`src/rtl/mpsoc_mpram_master.sv`:
```
// Request-side controller for the single-port MPSoC RAM: valid/ready request channel to
// active-low RAM strobes, with read data returned through a 2-entry response buffer.
// Optional power-up zero sweep of the whole array is enabled by defining MPRAM_INIT_EN.
module mpsoc_mpram_master #(
    parameter int AW       = 6,
    parameter int DW       = 16,
    parameter int MEM_SIZE = 256
) (
    input  logic          ram_clk,
    input  logic          ram_rstn,

    input  logic          req_valid,
    output logic          req_ready,
    input  logic          req_we,
    input  logic [1:0]    req_be,
    input  logic [AW-1:0] req_addr,
    input  logic [DW-1:0] req_wdata,

    output logic          rsp_valid,
    input  logic          rsp_ready,
    output logic [DW-1:0] rsp_rdata,

    output logic          init_done,

    output logic [AW-1:0] ram_addr,
    output logic [DW-1:0] ram_din,
    output logic          ram_cen,
    output logic [1:0]    ram_wen,
    input  logic [DW-1:0] ram_dout
);

    localparam int NUM_LANES = DW / 8;

    generate
        if ((DW != 16) || (MEM_SIZE < (2**AW) * NUM_LANES)) begin : g_cfg_chk
            $error("mpsoc_mpram_master: DW must be 16 and MEM_SIZE must cover 2**AW words");
        end
    endgenerate

    typedef enum logic [1:0] {
        ST_BOOT = 2'd0,
        ST_INIT = 2'd1,
        ST_RUN  = 2'd2
    } state_t;

`ifdef MPRAM_INIT_EN
    localparam state_t RST_STATE = ST_INIT;
`else
    localparam state_t RST_STATE = ST_BOOT;
`endif

    state_t          state_q, state_d;
    logic            run;
    logic            in_init;
    logic [AW-1:0]   init_addr;

    logic [DW-1:0]   fifo_mem [2];
    logic            wr_ptr_q, rd_ptr_q;
    logic [1:0]      cnt_q;
    logic            rd_inflight_q;
    logic [1:0]      pending;

    logic            pop, push;
    logic            acc, rd_fire, wr_fire;
    logic [NUM_LANES-1:0] lane_wen;

    logic            ram_cen_c;
    logic [1:0]      ram_wen_c;
    logic [AW-1:0]   ram_addr_c, addr_q;
    logic [DW-1:0]   ram_din_c, din_q;

    // ---------------------------------------------------------------- state
    always_ff @(posedge ram_clk or negedge ram_rstn) begin
        if (!ram_rstn) state_q <= RST_STATE;
        else           state_q <= state_d;
    end

`ifdef MPRAM_INIT_EN
    logic [AW-1:0] init_cnt_q;

    always_ff @(posedge ram_clk or negedge ram_rstn) begin
        if (!ram_rstn)                init_cnt_q <= '0;
        else if (state_q == ST_INIT)  init_cnt_q <= init_cnt_q + 1'b1;
    end

    assign in_init   = (state_q == ST_INIT);
    assign init_addr = init_cnt_q;
    assign init_done = (state_q == ST_RUN);
`else
    assign in_init   = 1'b0;
    assign init_addr = '0;
    assign init_done = 1'b1;
`endif

    always_comb begin
        state_d = state_q;
        case (state_q)
            ST_BOOT: state_d = ST_RUN;
`ifdef MPRAM_INIT_EN
            ST_INIT: if (&init_cnt_q) state_d = ST_RUN;
`else
            ST_INIT: state_d = ST_RUN;
`endif
            ST_RUN:  state_d = ST_RUN;
            default: state_d = RST_STATE;
        endcase
    end

    assign run = (state_q == ST_RUN);

    // ---------------------------------------------------------------- accept
    // pending covers the read on the RAM output this cycle plus buffered words,
    // so the buffer can never be asked to hold a third entry.
    assign pending   = cnt_q + {1'b0, rd_inflight_q};
    assign rsp_valid = (cnt_q != 2'd0);
    assign pop       = rsp_valid & rsp_ready;
    assign req_ready = run & ((pending < 2'd2) | pop);
    assign acc       = req_valid & req_ready;
    assign rd_fire   = acc & ~req_we;
    assign wr_fire   = acc & req_we & (|req_be);
    assign push      = rd_inflight_q;

    generate
        for (genvar l = 0; l < NUM_LANES; l++) begin : g_lane
            assign lane_wen[l] = ~(wr_fire & req_be[l]);
        end
    endgenerate

    // ---------------------------------------------------------------- RAM strobes
    always_comb begin
        ram_cen_c  = 1'b1;
        ram_wen_c  = 2'b11;
        ram_addr_c = addr_q;
        ram_din_c  = din_q;
        if (in_init) begin
            ram_cen_c  = 1'b0;
            ram_wen_c  = 2'b00;
            ram_addr_c = init_addr;
            ram_din_c  = '0;
        end else if (rd_fire) begin
            ram_cen_c  = 1'b0;
            ram_addr_c = req_addr;
        end else if (wr_fire) begin
            ram_cen_c  = 1'b0;
            ram_wen_c  = lane_wen;
            ram_addr_c = req_addr;
            ram_din_c  = req_wdata;
        end
    end

    // Reset kills the strobes combinationally so nothing reaches the RAM while held.
    assign ram_cen  = ram_cen_c | ~ram_rstn;
    assign ram_wen  = ram_wen_c | {2{~ram_rstn}};
    assign ram_addr = ram_addr_c;
    assign ram_din  = ram_din_c;

    always_ff @(posedge ram_clk or negedge ram_rstn) begin
        if (!ram_rstn) begin
            addr_q <= '0;
            din_q  <= '0;
        end else begin
            addr_q <= ram_addr_c;
            din_q  <= ram_din_c;
        end
    end

    // ---------------------------------------------------------------- response buffer
    always_ff @(posedge ram_clk or negedge ram_rstn) begin
        if (!ram_rstn) begin
            rd_inflight_q <= 1'b0;
            wr_ptr_q      <= 1'b0;
            rd_ptr_q      <= 1'b0;
            cnt_q         <= 2'd0;
            fifo_mem[0]   <= '0;
            fifo_mem[1]   <= '0;
        end else begin
            rd_inflight_q <= rd_fire;
            if (push) begin
                fifo_mem[wr_ptr_q] <= ram_dout;
                wr_ptr_q           <= ~wr_ptr_q;
            end
            if (pop) rd_ptr_q <= ~rd_ptr_q;
            case ({push, pop})
                2'b10:   cnt_q <= cnt_q + 2'd1;
                2'b01:   cnt_q <= cnt_q - 2'd1;
                default: cnt_q <= cnt_q;
            endcase
        end
    end

    assign rsp_rdata = fifo_mem[rd_ptr_q];

endmodule

```
`config.mk`:
```
export PLATFORM = sky130hd
export DESIGN_NAME = mpsoc_mpram_master
export DESIGN_NICKNAME = d
export VERILOG_FILES = /design/src/rtl/mpsoc_mpram_master.sv
export SDC_FILE = /design/constraint.sdc
export NUM_CORES = 1
export LEC_CHECK = 0
export CAP_MARGIN = 20
export CORE_MARGIN = 5
export CORE_UTILIZATION = 45
export DETAILED_ROUTE_END_ITERATION = 10
export PLACE_DENSITY = 0.8
export RECOVER_POWER = 50
export SYNTH_ARGS = -nofsm -noshare
export SYNTH_HDL_FRONTEND = slang
export SYNTH_SLANG_ARGS = --single-unit
```
`constraint.sdc`:
```
create_clock -name ram_clk -period 2.8 [get_ports ram_clk]
set_input_delay 0.7 -clock ram_clk [delete_from_list [all_inputs] [get_ports ram_clk]]
set_output_delay 0.7 -clock ram_clk [all_outputs]
set_load 0.02 [all_outputs]
```
==> results.py <==
metrics = {
    "status": {
        "run_status": "finished, final reports clean",
    },
    "die": {
        "dieArea_um2": 7360,
        "placementRows": 27,
        "io_pins": 89,
        "start_util": 0.467,
        "die_h_um": 85.8,
        "die_w_um": 85.8,
        "fp.coreArea_um2": 5540,
    },
    "routing": {
        "first_pass_iters": 4,
        "vias_per_cell": 4.79,
        "postRouteAntennaNets": 0,
        "drc": 0,
        "drt-initial-drc-count": 24,
        "avgRoutedWirePerCell_um": 16.1,
        "vias": 1671,
        "routed_wl_um": 5630,
    },
    "setup_path": {
        "path_max_fanout": 8,
        "crit_path_frequent_cell": "buf_6",
        "required_ns": 2.10,
        "crit_path_end_kind": "output pin",
        "startpoint_type": "input pin",
        "cp_data_arrival_time_ns": 2.08,
        "crit_path_cell_trace": "buf_6, and2b_1, a211oi_4, and4b_2, buf_8, mux2_4, buf_6",
        "critPathSlowestCell": "mux2_4",
        "cpPeakStageDelay_ns": 0.32,
        "crit_type": "in2out",
    },
    "worst_hold_path": {
        "hp-class": "reg2reg",
    },
    "final_layout": {
        "finalInstanceArea_um2": 3840,
        "syn2layout_area_growth_pct": 48.7,
        "drive_gt1_frac": 0.458,
        "diodes": 0,
        "num-nets-final": 318,
        "stdcell_count": 349,
        "fillers": 402,
    },
    "logic_synthesis": {
        "netlist_instances": 165,
        "syn_area_per_cell_um2": 15.7,
        "synth_top_area_frac": 0.581,
        "synth_seq_cells": 60,
        "synth_cell_types": 25,
        "ys_async_sr_fraction": 1.00,
        "synth.area.top_cells": "dfrtp_1 (58%), mux2_2 (26%), mux2_4 (5.8%), xor2_1 (1.0%), a211oi_4 (0.77%)",
        "ys_seq_area_frac": 0.581,
        "synth_edf_count": 0,
        "ys_dominant_reg_cell": "dfrtp_1",
        "syn_area_um2": 2580,
        "yosysTopAreaCell": "dfrtp_1",
        "synth_common_cells": "dfrtp_1 (60), mux2_2 (60), mux2_4 (10)",
        "yosys_warnings": 0,
    },
    "placed_design": {
        "io_buffers": 87,
        "dpl.hpwl_um": 3860,
        "gp_congestion": 0.770,
        "dpl.cell_count": 330,
        "dpl-instance-area_um2": 3580,
    },
    "pwr": {
        "ir_drop_mv": 0.565,
        "p_per_area_nw_per_um2": 1080,
        "p_leak_nw": 1.71,
    },
    "cts": {
        "cts_tree": "built",
        "clock_latency_ns": 0.32,
        "cts_root_buf": "clkbuf_8",
        "clk_pin_slew_worst_paths_ns": 0.06,
        "numClockSinks": 60,
        "cts_buffer_depth": 2,
        "cts_buffers": 9,
        "htree_num_levels": 3,
    },
    "timing": {
        "worstMarginPinSlew_ns": 1.45,
        "finalSetupViolCount": 0,
        "fin_skew_ns": 0.00852,
        "drv_slew": 0,
        "min_period_ns": 2.78,
        "period_share": 0.994,
        "fmax_ghz": 0.359,
        "rsz0062_at_grt": "true",
        "max_slew_margin": 0.0335,
        "hold_viol": 0,
    },
    "grt": {
        "grt_max_degree": 61,
        "antenna_found_initial": 0,
        "grt_pass1_vias": 1814,
        "grt_pass1_wl_um": 9110,
        "grt_usage": 0.162,
        "grt-ovfl-total": 0,
    },
    "run": {
        "cap_violations": 0,
    },
}
## sequential cells by signal, indices dropped and copies added, names as in the netlist
register	flops
fifo_mem	32
din_q	16
addr_q	6
cnt_q	2
push	1
rd_ptr_q	1
state_q	1
wr_ptr_q	1
## cell usage in the layout (no fill, tap or decap), types with 2 or more instances in the layout
| cell type | count |
|---|---|
| mux2_2 | 48 |
| clkbuf_8 | 10 |
| buf_6 | 22 |
| dlygate4sd2_1 | 5 |
| clkdlybuf4s50_1 | 56 |
| xnor2_1 | 2 |
| buf_8 | 2 |
| mux2_4 | 22 |
| xor2_1 | 3 |
| inv_1 | 2 |
| clkinv_2 | 2 |
| conb_1 | 2 |
| nand2_1 | 5 |
| nor2_1 | 3 |
| dfrtp_1 | 60 |
| clkbuf_1 | 6 |
| buf_4 | 12 |
## worst max-delay path: cells and delay by family
kind | cells | cell delay [ns]
mux | 1 | 0.32
simple gates | 2 | 0.49
compound gates | 1 | 0.20
buf+inv | 3 | 0.36
## layer usage
metal | part of all wire | GRT usage
met1 | 0.42 | 0.200
met2 | 0.52 | 0.257
met3 | 0.047 | 0.0538
met4 | 0.016 | 0.0791
met5 | 0 | 0
## final cells by class
| cell class | count | area (um2) | share of cell area |
|---|---|---|---|
| tap | 72 | 90.1 | 0.0234 |
| timing repair buffer | 103 | 1010 | 0.263 |
| multi-input combinational | 96 | 1070 | 0.278 |
| sequential | 60 | 1500 | 0.391 |
| clock inverter | 2 | 10.0 | 0.00260 |
| inverter | 2 | 7.51 | 0.00195 |
| clock buffer | 14 | 153 | 0.0397 |
## cells by family after synthesis
| logic type | count (synthesis) | synth area share |
|---|---|---|
| multiplexers | 70 | 0.319 |
| buffers and inverters | 10 | 0.0261 |
| AND/OR/NAND/NOR | 17 | 0.0426 |
| adder cells (fa/ha/maj) | 1 | 0.00484 |
| AO/OA/AOI/OAI | 1 | 0.00774 |
| flip-flops | 60 | 0.581 |
| other | 1 | 0.00145 |
| XOR/XNOR | 5 | 0.0169 |
## metrics by stage
step	power, mW	util	TNS [ns]	hold WS, ns	worst slack [ns]
after floorplan	2.56	-	-0.233	0.404	-0.0233
after global placement	3.38	0.647	-19.10	0.477	-0.802
after detailed placement	3.43	0.647	-19.76	0.479	-0.841
after CTS	4.14	0.680	-0.188	0.497	-0.0159
after global routing	4.41	0.694	-0.820	0.510	-0.0576
final	4.16	0.694	0	0.495	0.0168
## worst paths after layout
path	startpoint	endpoint	slack, ns	cells after the start
min	wr_ptr_q$_DFFE_PN0P_	wr_ptr_q$_DFFE_PN0P_	0.49	1
max in group asynchronous	ram_rstn	fifo_mem[5]$_DFFE_PN0P_	1.06	2
max reg2reg	cnt_q[0]$_DFFE_PN0P_	din_q[2]$_DFF_PN0_	0.98	6
min in group asynchronous	ram_rstn	din_q[3]$_DFF_PN0_	0.86	2
min reg2reg	wr_ptr_q$_DFFE_PN0P_	wr_ptr_q$_DFFE_PN0P_	0.49	1
max	rsp_ready	ram_din[3]	0.02	7
## repair_timing
action | CTS | global route
endpoints found under the setup margin | 26 | 25
hold buffers | 0 | 0
pin swaps | 2 | 2
buffers inserted | 1 | 2
resized for setup | 140 | 21
## report_power, final
part | leakage [nW] | internal [mW] | switching (mW)
clock network | 0.0844 | 0.344 | 0.308
registers | 0.712 | 1.25 | 0.172
logic | 0.911 | 1.20 | 0.883
No activity file was read; power rests on OpenSTA's default activity.
